**src/rtl/lut_sched_pkg.sv**
```systemverilog
// lut_sched_pkg
//   Shared definitions for the LUT layer scheduler: width helper functions,
//   the scheduler state encoding and the configuration-select encoding.
//   Ports: none (package).
package lut_sched_pkg;

    // Table address width: one IN_BITS activation per fan-in input.
    function automatic int addr_w(input int fanin, input int in_bits);
        return fanin * in_bits;
    endfunction

    // Width of an input-activation index.
    function automatic int idx_w(input int num_inputs);
        return $clog2(num_inputs);
    endfunction

    // Width of a neuron id.
    function automatic int nid_w(input int num_neurons);
        return $clog2(num_neurons);
    endfunction

    function automatic int max2(input int a, input int b);
        return (a > b) ? a : b;
    endfunction

    // Width of the fan-in slot field in a connectivity config address.
    localparam int CFG_K_W = 2;

    typedef enum logic [1:0] {
        IDLE   = 2'd0,
        ISSUE  = 2'd1,
        DRAIN  = 2'd2,
        OUTPUT = 2'd3
    } state_t;

    typedef enum logic {
        CFG_TABLE = 1'b0,
        CFG_CONN  = 1'b1
    } cfg_sel_t;

endpackage

```
**src/rtl/lut_sched_ram.sv**
```systemverilog
// lut_sched_ram
//   Shared truth-table storage: 2^AW entries of DW bits, one write port and
//   one synchronous read port (1-cycle read latency). Contents are not reset.
//   Ports:
//     clk    in   clock
//     we     in   write enable
//     waddr  in   write address
//     wdata  in   write data
//     re     in   read enable
//     raddr  in   read address
//     rdata  out  registered read data
module lut_sched_ram #(
    parameter int AW = 9,
    parameter int DW = 2
) (
    input  logic          clk,
    input  logic          we,
    input  logic [AW-1:0] waddr,
    input  logic [DW-1:0] wdata,
    input  logic          re,
    input  logic [AW-1:0] raddr,
    output logic [DW-1:0] rdata
);

    (* ram_style = "distributed", rom_style = "distributed" *)
    logic [DW-1:0] mem [2**AW];

    // NOTE: the array has no reset branch; resetting a memory turns it into
    // thousands of flops and blocks RAM inference, and the table is always
    // written before it is meaningfully read.
    always_ff @(posedge clk) begin
        if (we) mem[waddr] <= wdata;
        if (re) rdata <= mem[raddr];
    end

endmodule

```
**src/rtl/lut_layer_scheduler.sv**
```systemverilog
// lut_layer_scheduler
//   Evaluates all neurons of a quantised LUT layer serially through one shared,
//   run-time-writable truth-table RAM. One input vector in, one packed output
//   vector out, NUM_NEURONS+3 cycles minimum per vector.
//   Optional feature macro: LUT_SCHED_STATS_EN adds vec_count / stall_count.
//   Ports:
//     clk, rst_n            clock, asynchronous active-low reset
//     in_valid/in_ready     input vector handshake, in_data activations
//     out_valid/out_ready   output vector handshake, out_data neuron results
//     cfg_we/cfg_sel        config write strobe, 0=table entry 1=connectivity
//     cfg_addr/cfg_wdata    config address / data
//     cfg_ready             config write accepted (IDLE only)
//     vec_count             (stats) saturating count of output handshakes
//     stall_count           (stats) saturating count of OUTPUT cycles stalled
module lut_layer_scheduler
    import lut_sched_pkg::*;
#(
    parameter int NUM_NEURONS = 8,
    parameter int NUM_INPUTS  = 16,
    parameter int FANIN       = 3,
    parameter int IN_BITS     = 2,
    parameter int OUT_BITS    = 2,
    localparam int ADDR_W  = addr_w(FANIN, IN_BITS),
    localparam int IDX_W   = idx_w(NUM_INPUTS),
    localparam int NID_W   = nid_w(NUM_NEURONS),
    localparam int WDATA_W = max2(OUT_BITS, IDX_W)
) (
    input  logic                            clk,
    input  logic                            rst_n,
    input  logic                            in_valid,
    output logic                            in_ready,
    input  logic [NUM_INPUTS*IN_BITS-1:0]   in_data,
    output logic                            out_valid,
    input  logic                            out_ready,
    output logic [NUM_NEURONS*OUT_BITS-1:0] out_data,
    input  logic                            cfg_we,
    input  logic                            cfg_sel,
    input  logic [NID_W+ADDR_W-1:0]         cfg_addr,
    input  logic [WDATA_W-1:0]              cfg_wdata,
    output logic                            cfg_ready
`ifdef LUT_SCHED_STATS_EN
   ,output logic [15:0]                     vec_count,
    output logic [15:0]                     stall_count
`endif
);

    localparam logic [NID_W:0] NID_LAST = (NID_W+1)'(NUM_NEURONS - 1);

    state_t state_q, state_d;

    logic [NUM_INPUTS-1:0][IN_BITS-1:0]   in_q;
    logic [NUM_NEURONS-1:0][OUT_BITS-1:0] out_q;
    logic [IDX_W-1:0]                     conn_q [NUM_NEURONS][FANIN];
    logic [NID_W:0]                       nid_q;   // extra bit: terminal compare never wraps
    logic                                 rd_pend_q;
    logic [NID_W-1:0]                     rd_lane_q;

    logic [FANIN-1:0][IN_BITS-1:0] tbl_addr;
    logic [OUT_BITS-1:0]           rd_data;
    logic                          accept, cfg_acc, tbl_we, conn_we;
    logic [NID_W-1:0]              conn_nid;
    logic [CFG_K_W-1:0]            conn_k;

    // ---------------- configuration decode ----------------
    assign accept   = in_valid && in_ready;
    assign cfg_acc  = cfg_we && cfg_ready;
    assign conn_nid = cfg_addr[NID_W+CFG_K_W-1:CFG_K_W];
    assign conn_k   = cfg_addr[CFG_K_W-1:0];
    assign tbl_we   = cfg_acc && (cfg_sel_t'(cfg_sel) == CFG_TABLE);
    // Out-of-range slot or input index: write is silently ignored.
    assign conn_we  = cfg_acc && (cfg_sel_t'(cfg_sel) == CFG_CONN)
                      && (32'(conn_k) < FANIN) && (32'(cfg_wdata) < NUM_INPUTS);

    // ---------------- FSM ----------------
    // NOTE: sequential state uses non-blocking assignments so every flop
    // samples pre-edge values regardless of block ordering.
    always_ff @(posedge clk or negedge rst_n) begin
        if (!rst_n) state_q <= IDLE;
        else        state_q <= state_d;
    end

    // NOTE: next-state gets a default before the case so no path leaves it
    // unassigned, which would infer a latch.
    always_comb begin
        state_d = state_q;
        case (state_q)
            IDLE:    if (accept)             state_d = ISSUE;
            ISSUE:   if (nid_q == NID_LAST)  state_d = DRAIN;
            DRAIN:                           state_d = OUTPUT;
            OUTPUT:  if (out_ready)          state_d = IDLE;
            default:                         state_d = IDLE;
        endcase
    end

    // rst_n gates the handshakes so nothing is accepted while reset is held.
    always_comb begin
        in_ready  = 1'b0;
        cfg_ready = 1'b0;
        out_valid = 1'b0;
        case (state_q)
            IDLE: begin
                cfg_ready = rst_n;
                in_ready  = rst_n && !cfg_we;   // config write wins the cycle
            end
            OUTPUT:  out_valid = 1'b1;
            default: ;
        endcase
    end

    // ---------------- address gather ----------------
    // Fan-in slot k lands at bits [k*IN_BITS +: IN_BITS]; slot FANIN-1 is the MSBs.
    always_comb begin
        tbl_addr = '0;
        for (int k = 0; k < FANIN; k++)
            tbl_addr[k] = in_q[conn_q[nid_q[NID_W-1:0]][k]];
    end

    lut_sched_ram #(
        .AW(NID_W + ADDR_W),
        .DW(OUT_BITS)
    ) u_ram (
        .clk   (clk),
        .we    (tbl_we),
        .waddr (cfg_addr),
        .wdata (cfg_wdata[OUT_BITS-1:0]),
        .re    (state_q == ISSUE),
        .raddr ({nid_q[NID_W-1:0], tbl_addr}),
        .rdata (rd_data)
    );

    // ---------------- datapath ----------------
    always_ff @(posedge clk or negedge rst_n) begin
        if (!rst_n) begin
            in_q      <= '0;
            nid_q     <= '0;
            out_q     <= '0;
            rd_pend_q <= 1'b0;
            rd_lane_q <= '0;
        end else begin
            if (state_q == IDLE && accept) begin
                in_q  <= in_data;
                nid_q <= '0;
            end else if (state_q == ISSUE) begin
                nid_q <= nid_q + 1'b1;
            end
            // Remember which lane the read just issued belongs to; its data
            // arrives one cycle later (the last one lands during DRAIN).
            rd_pend_q <= (state_q == ISSUE);
            rd_lane_q <= nid_q[NID_W-1:0];
            if (rd_pend_q) out_q[rd_lane_q] <= rd_data;
        end
    end

    always_ff @(posedge clk or negedge rst_n) begin
        if (!rst_n) begin
            for (int n = 0; n < NUM_NEURONS; n++)
                for (int k = 0; k < FANIN; k++)
                    conn_q[n][k] <= IDX_W'((n * FANIN + k) % NUM_INPUTS);
        end else if (conn_we) begin
            conn_q[conn_nid][conn_k] <= cfg_wdata[IDX_W-1:0];
        end
    end

    assign out_data = out_q;

`ifdef LUT_SCHED_STATS_EN
    logic [15:0] vec_q, stall_q;

    always_ff @(posedge clk or negedge rst_n) begin
        if (!rst_n) begin
            vec_q   <= '0;
            stall_q <= '0;
        end else begin
            if (out_valid && out_ready && vec_q != 16'hFFFF)
                vec_q <= vec_q + 16'd1;
            if (state_q == OUTPUT && !out_ready && stall_q != 16'hFFFF)
                stall_q <= stall_q + 16'd1;
        end
    end

    assign vec_count   = vec_q;
    assign stall_count = stall_q;
`endif

endmodule

```
**config.mk**
```make
export PLATFORM = sky130hd
export DESIGN_NAME = lut_layer_scheduler
export DESIGN_NICKNAME = d
export VERILOG_FILES = /design/src/rtl/lut_sched_pkg.sv /design/src/rtl/lut_sched_ram.sv /design/src/rtl/lut_layer_scheduler.sv
export SDC_FILE = /design/constraint.sdc
export NUM_CORES = 2
export LEC_CHECK = 0
export ABC_AREA = 1
export CAP_MARGIN = 20
export CORE_UTILIZATION = 57
export CTS_CLUSTER_DIAMETER = 50
export DETAILED_ROUTE_END_ITERATION = 12
export GPL_ROUTABILITY_DRIVEN = 0
export HOLD_SLACK_MARGIN = 0.15
export MAX_ROUTING_LAYER = met4
export PLACE_DENSITY = 0.76
export SLEW_MARGIN = 20
export SYNTH_ARGS = -nofsm -noshare
export SYNTH_HDL_FRONTEND = slang
export SYNTH_SLANG_ARGS = --single-unit
```
**constraint.sdc**
```tcl
create_clock -name clk -period 2.8 [get_ports clk]
set_input_delay 0.7 -clock clk [delete_from_list [all_inputs] [get_ports clk]]
set_output_delay 0.7 -clock clk [all_outputs]
set_load 0.02 [all_outputs]
```
==> metrics.md <==
| Metric | Value |
|---|---|
| CP arrival | `roughly 4.2 ns` |
| Dpl hpwl | `90.2 mm` |
| Worst Reg-to-Reg Cells | `26` |
| Tot GR Track Use | `approximately 32%` |
| Post-synth EDFFs | `around 1000` |
| CTS Hold Bufs | `0` |
| H-tree depth | `3` |
| Num CTS Buffers | `121` |
| DIE HEIGHT | `310 um` |
| Post-Syn Instances | `5440` |
| Initial Util | `~58%` |
| Crit-path leading delay family | `simple AND/OR/NAND/NOR gates` |
| Routed WL | `155 mm` |
| Final worst slack | `-0.891 ns` |
| Layout cell share with drive strength beyond 1 | `12.5%` |
| Post-synthesis net count | `5497` |
| Die Width | `310 um` |
| Hold WC Path Type | `in2async` |
| CP endpoint | `u_ram.rdata[0]` |
| Tmin final | `3.69 ns` |
| Final core occ | `about two thirds` |
| Max Fclk | `approximately 270 MHz` |
| Crit path required time | `3.27 ns` |
| CP Class | `reg2reg` |
| Crit. Startpoint | `nid_q[0]` |
| Worst Skew | `0.0234 ns` |
| Initial antenna violation count | `2` |
| Clock tree sinks | `1180` |
| Mean post-synth cell area | `9.96 sq um` |
| Worst path slowest cell | `dfrtp_2` |
| DP Worst Slack | `-1.16 ns` |
| Per-cell routed wire length | `22.0 um` |
| Largest stage delay on the critical path | `0.48 ns` |
| DRC | `0` |
| Row Count | `around 110` |
| IO buf count | `69` |
| Sequential share of the synthesized area | `between 60% and 70%` |
| # setup viols final | `2` |
| CTS max path bufs | `3` |
| Final Max Tran Viols | `0` |
| Synth-to-Final Area Change | `18.4%` |
| Tcrit/Tclk final | `132%` |
| Ys async rst share | `13.1%` |
| Flop2flop setup slack | `-0.89 ns` |
| Critical R2R Launch | `nid_q[0]` |
| Largest net degree at the start of global routing | `about 170` |
| I/O pin count | `70` |
| Synthesis Warnings | `0` |
| R2r endpoint | `u_ram.rdata[0]` |
| Max_cap viols | `0` |
| Most used cell, CP | `nand3_1` |
| Dominant cells by area after synthesis | `edfxtp_1 57%, nand2_1 8.7%, nand3_1 8.2%, dfrtp_1 5.1%, inv_1 4.0%` |
| Synth Register Bits | `1180` |
| Critical Path Stages | `26` |
| Cell taking the most area after synthesis | `edfxtp_1` |
| Clock Pin Slew Worst Setup and Hold Paths | `0.06 ns` |
| Post-synth top area share | `56.9%` |
| Worst Setup End Kind | `flop` |
| First-pass GRT wire length | `between 200 and 250 mm` |
| Slew @ Worst Pin | `about 0.9 ns` |
| Detailed Routing Iterations Pass 1 | `6` |
| Worst-path fanout max | `19` |
| Predominant post-synthesis flop cell | `edfxtp_1` |
| Buf/Inv on CP | `6` |
| Vias per inst | `between 6 and 7` |
| Die area | `~0.096 sq mm` |
| Via Count | `42200` |
| Yosys cell types | `39` |
| Fin area | `0.0641 sq mm` |
| CTS tree | `yes` |
| Vias in the first global route | `40100` |
| Final #Nets | `5727` |
| Core Area | `0.0937 sq mm` |
| Post-DP Area | `0.0589 sq mm` |
| Root Buffer Master | `clkbuf_16` |
| Status | `complete, but fails checks` |
| Final-report hold violation count | `0` |
| GR Overflow Total | `0` |
| RSZ-0062 raised after global routing | `yes` |
| Slew HR | `41.7%` |
| Routed Antenna Nets | `0` |
| Setup crit start kind | `flop` |
| Cell Area, Synth | `0.0542 sq mm` |
| Violated checks | `negative setup slack` |
| Worst-skew pair later-pin latency | `0.71 ns` |
| DRT iter0 DRCs | `5875` |
## cell usage after synthesis, types with 2 or more instances
| cell type | n |
|---|---|
| nand2_1 | 1252 |
| edfxtp_1 | 1026 |
| nand3_1 | 888 |
| inv_1 | 574 |
| nor2_1 | 572 |
| nand3b_1 | 221 |
| buf_2 | 207 |
| o21ai_0 | 139 |
| o211ai_1 | 138 |
| dfrtp_1 | 110 |
| clkbuf_1 | 99 |
| dfstp_2 | 44 |
| a21oi_1 | 24 |
| buf_6 | 21 |
| buf_4 | 20 |
| o21ai_1 | 16 |
| buf_1 | 15 |
| a32o_1 | 12 |
| inv_2 | 12 |
| nor3_1 | 12 |
| nand2_2 | 9 |
| ha_1 | 6 |
| a31oi_1 | 3 |
| o221ai_1 | 3 |
| nand4_1 | 2 |
| or2_2 | 2 |
## worst min path at each step
stage               slack [ns]   startpoint  depth (start not counted)            to
floorplan                 0.35     nid_q[2]                          0  rd_lane_q[2]
global placement          0.47   conn_q[50]                          2    conn_q[50]
detailed placement        0.47  out_data[4]                          2   out_data[4]
CTS                       0.18        rst_n                          2  out_data[10]
global route              0.21        rst_n                          2  out_data[10]
finish                    0.11        rst_n                          2  out_data[11]
## layer usage
metal | part of all wire, % | vias up | routed length [um] | global-route usage, %
li1 | - | 18800 | - | -
met1 | 37 | 20300 | 57000 | 41.9
met2 | 47 | 2672 | 72100 | 50.6
met3 | 11 | 483 | 17700 | 4.90
met4 | 5.2 | 0 | 8130 | 15.3
met5 | 0 | - | 0 | -
## placed cells by master (no fill, tap or decap), types with 12 or more instances in the layout
cell / count
nand2_1: 1223
edfxtp_1: 1026
nand3_1: 859
inv_1: 572
nor2_1: 566
buf_4: 222
nand3b_1: 221
o211ai_1: 138
o21ai_0: 138
clkbuf_16: 132
buf_12: 119
dfrtp_1: 108
clkdlybuf4s50_1: 64
dfstp_2: 44
nand2_2: 34
clkinv_1: 26
nand3_2: 24
a21oi_1: 24
buf_6: 23
clkbuf_1: 20
clkinv_2: 19
o21ai_1: 17
bufinv_16: 15
buf_16: 14
a32o_1: 12
nor3_1: 12
## metrics by stage
| step | hold WS [ns] | TNS (ns) | cells |
|---|---|---|---|
| after floorplan | 0.349 | -0.153 | 5440 |
| final | 0.110 | -1.75 | 7026 |
| after detailed placement | 0.473 | -14.55 | 6747 |
| after global routing | 0.211 | -2.11 | 7025 |
| after CTS | 0.177 | -1.66 | 6986 |
| after global placement | 0.466 | -7.05 | 6747 |
## sequential cells by signal, indices dropped and copies added (netlist names)
signal,flops
rd_pend_q,1
nid_q,4
conn_q,96
u_ram.mem,1024
rd_lane_q,3
u_ram.rdata,2
state_q,2
out_data,16
in_q,32
## cell type report
| cell class | count | area (sq um) |
|---|---|---|
| sequential | 1180 | 34700 |
| clock buffer | 146 | 3170 |
| fill | 6625 | 29600 |
| multi-input combinational | 3313 | 15700 |
| clock inverter | 76 | 817 |
| antenna | 3 | 7.51 |
| timing repair buffer | 465 | 5850 |
| inverter | 589 | 2260 |
| tap | 1254 | 1570 |
## kinds of logic (layout without fill, tap and decap cells)
group | count (synthesis) | count (layout) | share of synthesized area (%)
other | 0 | 3 | 0
AND/OR/NAND/NOR | 2962 | 2966 | 24.3
AO/OA/AOI/OAI | 340 | 340 | 3.97
buffers and inverters | 951 | 1276 | 7.51
flip-flops | 1180 | 1180 | 64.1
adder cells (fa/ha/maj) | 6 | 6 | 0.139
XOR/XNOR | 1 | 1 | 0.0162
## what timing repair did
| action | CTS | global route |
|---|---|---|
| pin swaps | 11 | 27 |
| cloned | 6 | 15 |
| setup buffers | 11 | 22 |
| setup endpoints to repair | 4 | 2 |
| resized for setup | 41 | 72 |
Power is not shown: default switching activity piles up to over one toggle a cycle in this logic, so the estimate is an artifact.
